[config.mk]
export PLATFORM = sky130hd
export DESIGN_NAME = aes_block_packer
export DESIGN_NICKNAME = d
export VERILOG_FILES = /design/src/rtl/aes_block_packer.sv
export SDC_FILE = /design/constraint.sdc
export NUM_CORES = 1
export LEC_CHECK = 0
export CORE_MARGIN = 5
export CORE_UTILIZATION = 30
export DETAILED_ROUTE_END_ITERATION = 10
export PLACE_DENSITY_LB_ADDON = 0.12
export SYNTH_ARGS = -nofsm -noshare
export SYNTH_HDL_FRONTEND = slang
export SYNTH_SLANG_ARGS = --single-unit
[constraint.sdc]
create_clock -name clk -period 10.6 [get_ports clk]
set_clock_uncertainty 0.15 [all_clocks]
set_input_delay 2.12 -clock clk [delete_from_list [all_inputs] [get_ports clk]]
set_output_delay 2.12 -clock clk [all_outputs]
set_load 0.1 [all_outputs]
[src/rtl/aes_block_packer.sv]
// aes_block_packer: gathers a byte stream into 128-bit blocks for the AES-128
// encryptor. The final block of each message is padded with PKCS#7 bytes, or
// zero-filled when PAD_EN=0. Blocks are offered on a valid/ready port that
// carries an end-of-message marker and a running per-message block count.
module aes_block_packer #(
  parameter bit PAD_EN = 1'b1
) (
  input  logic         clk,
  input  logic         rst,
  input  logic         in_valid,
  output logic         in_ready,
  input  logic [7:0]   in_data,
  input  logic         in_last,
  output logic         blk_valid,
  input  logic         blk_ready,
  output logic [127:0] blk_data,
  output logic         blk_last,
  output logic [15:0]  msg_blks
);

  typedef enum logic [1:0] {FILL, PAD, OUT, EXTRA} state_t;

  state_t         state, state_nxt;
  logic [4:0]     cnt;
  logic [4:0]     cnt_inc;
  logic [127:0]   blk;
  logic           last_q;
  logic           extra_pend;
  logic [15:0]    msg_q;
  logic [15:0]    msg_inc;
  logic [7:0]     pad_byte;
  logic [6:0]     slot_lsb;
  logic           byte_hs;
  logic           blk_hs;

  assign byte_hs  = in_valid & in_ready;
  assign blk_hs   = blk_valid & blk_ready;
  assign cnt_inc  = cnt + 5'd1;
  assign msg_inc  = (msg_q == 16'hFFFF) ? msg_q : msg_q + 16'd1;
  assign pad_byte = PAD_EN ? {3'b000, 5'd16 - cnt} : 8'h00;
  // Slot 0 sits in the most significant byte of the block.
  assign slot_lsb = {4'd15 - cnt[3:0], 3'b000};

  // State register.
  always_ff @(posedge clk or posedge rst) begin
    if (rst) state <= FILL;
    else     state <= state_nxt;
  end

  // Next-state selection.
  always_comb begin
    state_nxt = state;
    unique case (state)
      FILL: begin
        if (byte_hs) begin
          if (cnt_inc == 5'd16) state_nxt = OUT;
          else if (in_last)     state_nxt = PAD;
        end
      end
      PAD:   state_nxt = OUT;
      OUT:   if (blk_hs) state_nxt = extra_pend ? EXTRA : FILL;
      EXTRA: state_nxt = OUT;
      default: state_nxt = FILL;
    endcase
  end

  // Handshake outputs decoded from state; input side is held off during reset.
  always_comb begin
    in_ready  = (state == FILL) & ~rst;
    blk_valid = (state == OUT);
  end

  // Block assembly, padding and per-message bookkeeping.
  always_ff @(posedge clk or posedge rst) begin
    if (rst) begin
      cnt        <= '0;
      blk        <= '0;
      last_q     <= 1'b0;
      extra_pend <= 1'b0;
      msg_q      <= '0;
    end else begin
      unique case (state)
        FILL: begin
          if (byte_hs) begin
            blk[slot_lsb +: 8] <= in_data;
            cnt                <= cnt_inc;
            if (cnt_inc == 5'd16) begin
              extra_pend <= in_last & PAD_EN;
              last_q     <= in_last & ~PAD_EN;
              msg_q      <= msg_inc;
            end
          end
        end
        PAD: begin
          for (int unsigned i = 0; i < 16; i++) begin
            if (5'(i) >= cnt) blk[(15 - i) * 8 +: 8] <= pad_byte;
          end
          last_q <= 1'b1;
          msg_q  <= msg_inc;
        end
        OUT: begin
          if (blk_hs) begin
            cnt <= '0;
            if (!extra_pend && last_q) msg_q <= '0;
          end
        end
        EXTRA: begin
          blk        <= {16{8'h10}};
          last_q     <= 1'b1;
          extra_pend <= 1'b0;
          msg_q      <= msg_inc;
        end
        default: ;
      endcase
    end
  end

  assign blk_data = blk;
  assign blk_last = last_q;
  assign msg_blks = msg_q;

endmodule

==> results.toml, run 1 <==
[clocking]
clkTransAtPathRegs_ns = 0.07
clkLatencyLatePin_ns = 0.43
ctsLongestPathBuffers = 2
cts_resized = 0
clkSinkCount = 153
cts_root_buf = "clkbuf_16"
ctsHoldBuffers = 0
htree_levels = 4
numCtsBuffers = 17
postCtsSetupBuffers = 0
cts_tree = "built"

[layout]
syn_to_final_growth_pct = 31.0
layoutNonFillerInstCount = 1279
multi_input_area_um2 = 3550
fillers = 2566
n_antenna_cell = 0
seq_area_um2 = 3830
nets = 956
drive_above_1_share_pct = 8.79

[timing]
finalHoldViolCount = 0
worst_pin_slew_ns = 1.16
finalCritPeriodShare_pct = 58.4
fmax_mhz = 161
maxSlewHeadroom_pct = 22.7
post-route-min-period_ns = 6.20
rsz0062_at_grt = "false"
hold_ws_ns = 0.334
finalSetupViolations = 0
slew_viol_final = 0
tns_ns = 0

[die]
ios = 160
start_util_pct = 30.3
rows = 59
fp.dieW_um = 172
dieArea_um2 = 29500
die_h_um = 172
core_um2 = 25900

[logic_synthesis]
ys_ff_latch = 153
synth_xor_area_share_pct = 0.335
ys_seq_area_share_pct = 48.8
syn-mean-instance-area_um2 = 9.72
syn-instance-count = 807
synth_top_family_by_area = "compound AO/OA/AOI/OAI gates"
synth_warnings = 0
synth-simple-area-share_pct = 14.3
synthDistinctLibCells = 74
synthFlopType = "dfrtp_1"
synth_fa_ha_area_share_pct = 1.92
synth_area_um2 = 7840
synth_edf_count = 0
synth.area.mux_share_pct = 6.22
syn-num-nets = 832
ys_async_sr_fraction_pct = 100
synth_compound_area_share_pct = 22.5

[place]
place_congestion = 0.882
numPortBuffers = 159
dp_hpwl_um = 18500
dp.cells = 1247

[detailed_routing]
vias = 6672
drc = 0
routed_wirelength_um = 26600
drt_first_pass_iters = 5
drtIter0Drc = 471
wl_per_cell_um = 20.8
vias_per_cell = 5.22
ant_nets = 0

[global_routing]
grt.total_usage_pct = 18.2
grt_pass1_wl_um = 41000
met1_usage_pct = 25.7
grt.busiest_layer = "met2"
met3_usage_pct = 3.68
grt_max_degree = 101
overflow = 0
grt_use_met2_pct = 28.7
antenna_found_initial = 0
first_global_vias = 6711

[critical_path]
critPathMaxFanout = 4
rrSetupSlack_ns = 6.61
startpoint_type = "input pin"
required_ns = 8.33
end_kind = "output port"
rr_endpoint = "blk_data[118]"
rr_worst_depth = 6
arrival_ns = 3.93
r2r_start = "cnt[0]"
path_class = "input pin to output port"

[run]
cap_violations = 0

[hold_path]
hold_class = "flop to flop"
hold_depth = 2
hold_start = "blk_data[78]"
hold_end = "blk_data[78]"

[status]
outcome = "finished clean"
## how the worst max path moves through the flow
stage	start	end	cells after the start
global placement	rst	in_ready	3
floorplan	rst	asynchronous set/reset pin	1
detailed placement	rst	in_ready	3
finish	rst	in_ready	3
global route	rst	in_ready	3
CTS	rst	in_ready	3
## area by class of cell
type                    instances  share of cell area, %
repair buffers                166                   16.0
multi-input cells             541                   34.5
well taps                     335                   4.08
clock inverters                13                   1.86
flip-flops and latches        153                   37.3
inverters                      52                   1.95
clock buffers                  19                   4.31
## through the flow
step | setup slack, ns | instance area [um2] | utilization [%]
final | 4.40 | 10300 | 39.6
after global routing | 4.32 | 10300 | 39.6
after CTS | 4.40 | 10300 | 39.6
after detailed placement | 4.41 | 9640 | 37.2
after global placement | 4.40 | 9640 | 37.2
after floorplan | 4.21 | 7840 | -
## cell usage after synthesis, types with 6 or more instances
master | count | area, um2
nor4_1 | 10 | 62.6
o2bb2ai_1 | 13 | 114
and3_1 | 10 | 62.6
o22ai_1 | 10 | 62.6
a31oi_1 | 9 | 56.3
nand2_1 | 84 | 315
and2_1 | 7 | 43.8
buf_2 | 17 | 85.1
a211o_1 | 6 | 52.6
nor2_1 | 19 | 71.3
nor2b_1 | 9 | 56.3
mux2i_1 | 24 | 240
clkbuf_1 | 31 | 116
a221o_1 | 6 | 60.1
buf_1 | 10 | 37.5
nand3_1 | 24 | 120
o21ai_0 | 82 | 410
ha_1 | 12 | 150
inv_1 | 50 | 188
a21oi_1 | 70 | 350
mux2_2 | 22 | 248
a22o_1 | 21 | 184
dfrtp_1 | 153 | 3830
## worst max-delay path, stage by stage
cell and delay (ns):
clkdlybuf4s50_1 0.51, nor2_1 0.15, clkdlybuf4s50_1 1.14
## logic make-up after synthesis
family	count (synthesis)
fa+ha+maj	12
flops	153
xor+xnor	3
compound gates	266
buf+inv	113
mux	46
simple gates	214
## layout by cell type (no fill, tap or decap), types with 4 or more instances in the layout
| cell type | synthesis | layout |
|---|---|---|
| o31ai_1 | 5 | 5 |
| and2_1 | 7 | 7 |
| inv_1 | 50 | 49 |
| nand3_1 | 24 | 24 |
| nand2b_1 | 5 | 5 |
| mux2_2 | 22 | 22 |
| nand4b_1 | 5 | 5 |
| o22ai_1 | 10 | 10 |
| mux2i_1 | 24 | 24 |
| a21o_1 | 4 | 4 |
| a31oi_1 | 9 | 9 |
| inv_6 | 0 | 4 |
| nor2_1 | 19 | 19 |
| nand2_1 | 84 | 84 |
| a21oi_1 | 70 | 70 |
| nor3b_1 | 4 | 4 |
| nor4b_1 | 4 | 4 |
| buf_4 | 1 | 7 |
| a211o_1 | 6 | 6 |
| nor2b_1 | 9 | 9 |
| a22o_1 | 21 | 21 |
| clkinv_4 | 0 | 4 |
| clkdlybuf4s50_1 | 0 | 159 |
| and3_1 | 10 | 10 |
| o21ai_0 | 82 | 81 |
| and4_1 | 4 | 4 |
| clkbuf_16 | 0 | 17 |
| o211ai_1 | 4 | 4 |
| ha_1 | 12 | 12 |
| a221o_1 | 6 | 6 |
| o2bb2ai_1 | 13 | 13 |
| dfrtp_1 | 153 | 153 |
| nor4_1 | 10 | 10 |
| bufinv_16 | 0 | 4 |
| a21oi_2 | 4 | 4 |
## layer usage
| metal | wire [um] | vias to the layer above |
|---|---|---|
| met4 | 375 | 0 |
| met1 | 12400 | 3291 |
| met3 | 1380 | 26 |
| li1 | - | 3166 |
| met5 | 0 | - |
| met2 | 12500 | 189 |
Power of run 1 is left out: the tool's default activity adds up to more than one toggle a clock period on the data nets, which glitch-free logic cannot reach.
==> inputs of run 2 (changes only) <==
==> constraint.sdc (replaced) <==
create_clock -name clk -period 5 [get_ports clk]
set_clock_uncertainty 0.15 [all_clocks]
set_input_delay 1 -clock clk [delete_from_list [all_inputs] [get_ports clk]]
set_output_delay 1 -clock clk [all_outputs]
set_load 0.1 [all_outputs]
==> run 2 against run 1 <==
Core utilization increased by 0.11 points. Global-route usage decreased by 0.11 points. Non-clock buffer count increased by 5. Worst hold slack got worse by 0.0063 ns. Sequential share of layout area decreased by 0.099 points. Cell area increased by 0.27%. First-iteration DRC count increased by 3.8%. Critical path type is now flop to flop. Register-to-register slack got worse by 5.2 ns. Clock-buffer cell count unchanged. Wire length increased by 0.47%. Critical path depth increased by 5. Die area unchanged.
==> results.toml, run 2 (synthesized netlist as in run 1, its figures left out) <==
[status]
outcome = "finished clean"

[clocking]
clkSinkCount = 153
clkTransAtPathRegs_ns = 0.06
ctsHoldBuffers = 0
htree_levels = 4
postCtsSetupBuffers = 0
cts_tree = "built"
clkLatencyLatePin_ns = 0.43
cts_resized = 0
cts_root_buf = "clkbuf_16"
ctsLongestPathBuffers = 2
numCtsBuffers = 17

[global_routing]
antenna_found_initial = 0
first_global_vias = 6659
overflow = 0
grt_pass1_wl_um = 40800
grt_max_degree = 72
grt.total_usage_pct = 18.1

[layout]
multi_input_area_um2 = 3550
layout_common_cells = "clkdlybuf4s50_1 (157), dfrtp_1 (153), nand2_1 (84), o21ai_0 (82), a21oi_1 (70)"
seq_area_um2 = 3830
syn_to_final_growth_pct = 31.4
fillers = 2605
nets = 961
drive_above_1_share_pct = 9.39
n_antenna_cell = 0
final_common_cell = "clkdlybuf4s50_1"

[detailed_routing]
drtIter0Drc = 489
drt_first_pass_iters = 5
routed_wirelength_um = 26700
wl_per_cell_um = 20.8
ant_nets = 0
vias = 6667
drc = 0
vias_per_cell = 5.20

[hold_path]
hold_depth = 2
hold_class = "flop to flop"

[critical_path]
slowest_delay_ns = 0.67
arrival_ns = 3.78
startpoint_type = "flop"
critPathLaunch = "state[0]"
critPathMaxFanout = 35
cp_cell_sequence = "inv_1, ha_1, buf_4, clkinv_1, o22ai_1, a2111o_1, or2_4, mux2_2"
end_kind = "flop"
required_ns = 5.16
rr_worst_depth = 8
path_class = "flop to flop"
critPathSlowestCell = "o22ai_1"
rrSetupSlack_ns = 1.38
rr_endpoint = "msg_blks[0]"
r2r_start = "state[0]"

[run]
cap_violations = 0

[die]
die_h_um = 172
start_util_pct = 30.3
rows = 59
fp.dieW_um = 172
dieArea_um2 = 29500
core_um2 = 25900
ios = 160

[timing]
post-route-min-period_ns = 3.62
finalCritPeriodShare_pct = 72.3
worst_pin_slew_ns = 1.23
finalHoldViolCount = 0
finalSetupViolations = 0
maxSlewHeadroom_pct = 17.0
slew_viol_final = 0
rsz0062_at_grt = "false"
tns_ns = 0
fmax_mhz = 277

[place]
dp_hpwl_um = 18900
place_congestion = 0.893
numPortBuffers = 159
run 2: changes by cell type in the layout (fill, tap and decap cells not counted), sizes merged:
cell and delta:
buf +7, clkinv -1, clkinvlp +4, clkdlybuf4s50 -2, inv -4
run 2: how the worst max path moves through the flow:
| stage | to | slack, ns | depth (start not counted) |
|---|---|---|---|
| after floorplan | in_ready | 1.60 | 1 |
| after global placement | blk_data[5] | 1.17 | 5 |
| after detailed placement | flop | 1.12 | 6 |
| after CTS | msg_blks[0] | 1.38 | 8 |
| after global routing | flop | 1.09 | 7 |
| final | msg_blks[0] | 1.38 | 8 |
run 2: metrics by stage:
step | hold slack, ns | cell area (um2) | util [%] | instances | setup WS, ns
final | 0.327 | 10300 | 39.8 | 1283 | 1.38
after global placement | 0.317 | 9680 | 37.4 | 1252 | 1.17
after floorplan | 0.375 | 7840 | - | 807 | 1.60
after detailed placement | 0.322 | 9680 | 37.4 | 1252 | 1.12
after global routing | 0.350 | 10300 | 39.8 | 1283 | 1.09
after CTS | 0.337 | 10300 | 39.8 | 1283 | 1.38
run 2: cell type report:
class	instances	share of cell area [%]
clock buffer	19	4.30
clock inverter	12	1.70
inverter	52	1.93
multi-input combinational	541	34.4
sequential	153	37.2
tap	335	4.07
timing repair buffer	171	16.4
run 2: worst max-delay path: cells and delay by family (launching register included):
family                   cells  cell delay [ns]
AND/OR/NAND/NOR              1             0.33
adder cells (fa/ha/maj)      1             0.15
AO/OA/AOI/OAI                2             1.27
buffers and inverters        3             0.82
multiplexers                 1             0.35
flip-flops                   1             0.41
run 2: layer usage:
| layer | global-route usage, % | part of all wire, % | vias up |
|---|---|---|---|
| met5 | 0 | 0 | - |
| met3 | 3.36 | 5.6 | 33 |
| li1 | - | - | 3175 |
| met4 | 6.30 | 2.4 | 0 |
| met2 | 27.6 | 46 | 203 |
| met1 | 25.7 | 46 | 3256 |
Power of run 2 is left out for the same reason.
==> inputs of run 3 (changes only) <==
==> constraint.sdc (replaced) <==
create_clock -name clk -period 3.2 [get_ports clk]
set_clock_uncertainty 0.15 [all_clocks]
set_input_delay 0.64 -clock clk [delete_from_list [all_inputs] [get_ports clk]]
set_output_delay 0.64 -clock clk [all_outputs]
set_load 0.1 [all_outputs]
==> run 3 against run 2 <==
Register-to-register slack lost 0.96 ns. Sequential share of layout area shrank 0.10 points. Die area is the same.
==> results.toml, run 3 (synthesized netlist as in run 1, its figures left out) <==
[die]
fp.dieW_um = 172
die_h_um = 172
ios = 160
dieArea_um2 = 29500
core_um2 = 25900
rows = 59
start_util_pct = 30.3

[timing]
postLayoutSetupSlackWorst_ns = 0.358
worst_pin_slew_ns = 0.880
finalCritPeriodShare_pct = 88.8
post-route-min-period_ns = 2.84
rsz0062_at_grt = "false"
finalSetupViolations = 0
maxSlewHeadroom_pct = 41.1
tns_ns = 0
finalHoldViolCount = 0
fmax_mhz = 352
slew_viol_final = 0

[detailed_routing]
vias_per_cell = 5.12
ant_nets = 0
vias = 6840
drc = 0
drt_first_pass_iters = 4
drtIter0Drc = 516
routed_wirelength_um = 26900
wl_per_cell_um = 20.1

[place]
dp_slack_ns = 0.235
numPortBuffers = 159
place_congestion = 0.891
dpl_cell_area_um2 = 9750
dp_hpwl_um = 20200

[global_routing]
grt.total_usage_pct = 18.3
grt_pass1_wl_um = 41400
met1_usage_pct = 26.7
overflow = 0
first_global_vias = 6853
grt_max_degree = 47
antenna_found_initial = 0
grt.busiest_layer = "met2"
met3_usage_pct = 3.01
grt_use_met2_pct = 28.6

[hold_path]
hold_class = "flop to flop"

[status]
outcome = "finished clean"

[layout]
layout_common_cells = "buf_4 (207), dfrtp_1 (153), nand2_1 (84), o21ai_0 (82), a21oi_1 (70)"
final_common_cell = "buf_4"
syn_to_final_growth_pct = 31.8
nets = 1013
n_antenna_cell = 0
drive_above_1_share_pct = 28.6
postLayoutCellArea_um2 = 10300

[critical_path]
required_ns = 2.41
critPathMaxFanout = 12
startpoint_type = "flop"
arrival_ns = 2.05
path_class = "flop to output port"
end_kind = "output port"

[clocking]
cts_root_buf = "clkbuf_16"
clkTransAtPathRegs_ns = 0.06
cts_resized = 0
cts_tree = "built"
clkLatencyLatePin_ns = 0.42
postCtsSetupBuffers = 0
htree_levels = 4
ctsLongestPathBuffers = 2
ctsHoldBuffers = 0
clkSinkCount = 153
numCtsBuffers = 17

[run]
cap_violations = 0
## run 3: changes by cell type in the layout (fill, tap and decap cells not counted), sizes merged
cell           before  now
buf                14  211
clkdlybuf4s50     157   12
bufinv              4    2
clkbuf             19   21
clkinv              7    5
inv                49   51
## run 3: worst paths after layout
| kind | from | cells after the start | endpoint | slack (ns) |
|---|---|---|---|---|
| worst max-delay path | state[0] | 5 | in_ready | 0.36 |
| worst min-delay path | flop | 2 | flop | 0.33 |
| min in group asynchronous | rst | 3 | extra_pend | 0.60 |
| worst min register to register | flop | 2 | flop | 0.33 |
| max in group asynchronous | rst | 4 | asynchronous set/reset pin | 1.64 |
| worst max register to register | cnt[1] | 9 | flop | 0.42 |
## run 3: routing by layer
| layer | share of wire, % | vias to the layer above |
|---|---|---|
| met5 | 0 | - |
| met4 | 1.2 | 0 |
| met3 | 5.5 | 18 |
| met2 | 47 | 205 |
| met1 | 47 | 3336 |
| li1 | - | 3281 |
## run 3: worst max-delay path, stage by stage, from the launching register on
cell and delay (ns):
dfrtp_1 0.41, inv_1 0.12, ha_1 0.44, inv_1 0.21
nor2_1 0.23, buf_12 0.21
## run 3: stage by stage
stage,cells,utilization (%),hold WS (ns)
floorplan,807,-,0.375
global placement,1304,37.6,0.315
detailed placement,1304,37.6,0.324
CTS,1335,39.9,0.338
global route,1335,39.9,0.356
finish,1335,39.9,0.330
## run 3: cell type report
cell class / count / area (um2)
Fill cell: 2613 / 15600
Sequential cell: 153 / 3830
Multi-Input combinational cell: 541 / 3550
Timing Repair Buffer: 223 / 1750
Clock buffer: 21 / 460
Tap cell: 335 / 419
Inverter: 52 / 199
Clock inverter: 10 / 119
Power of run 3 is left out for the same reason.
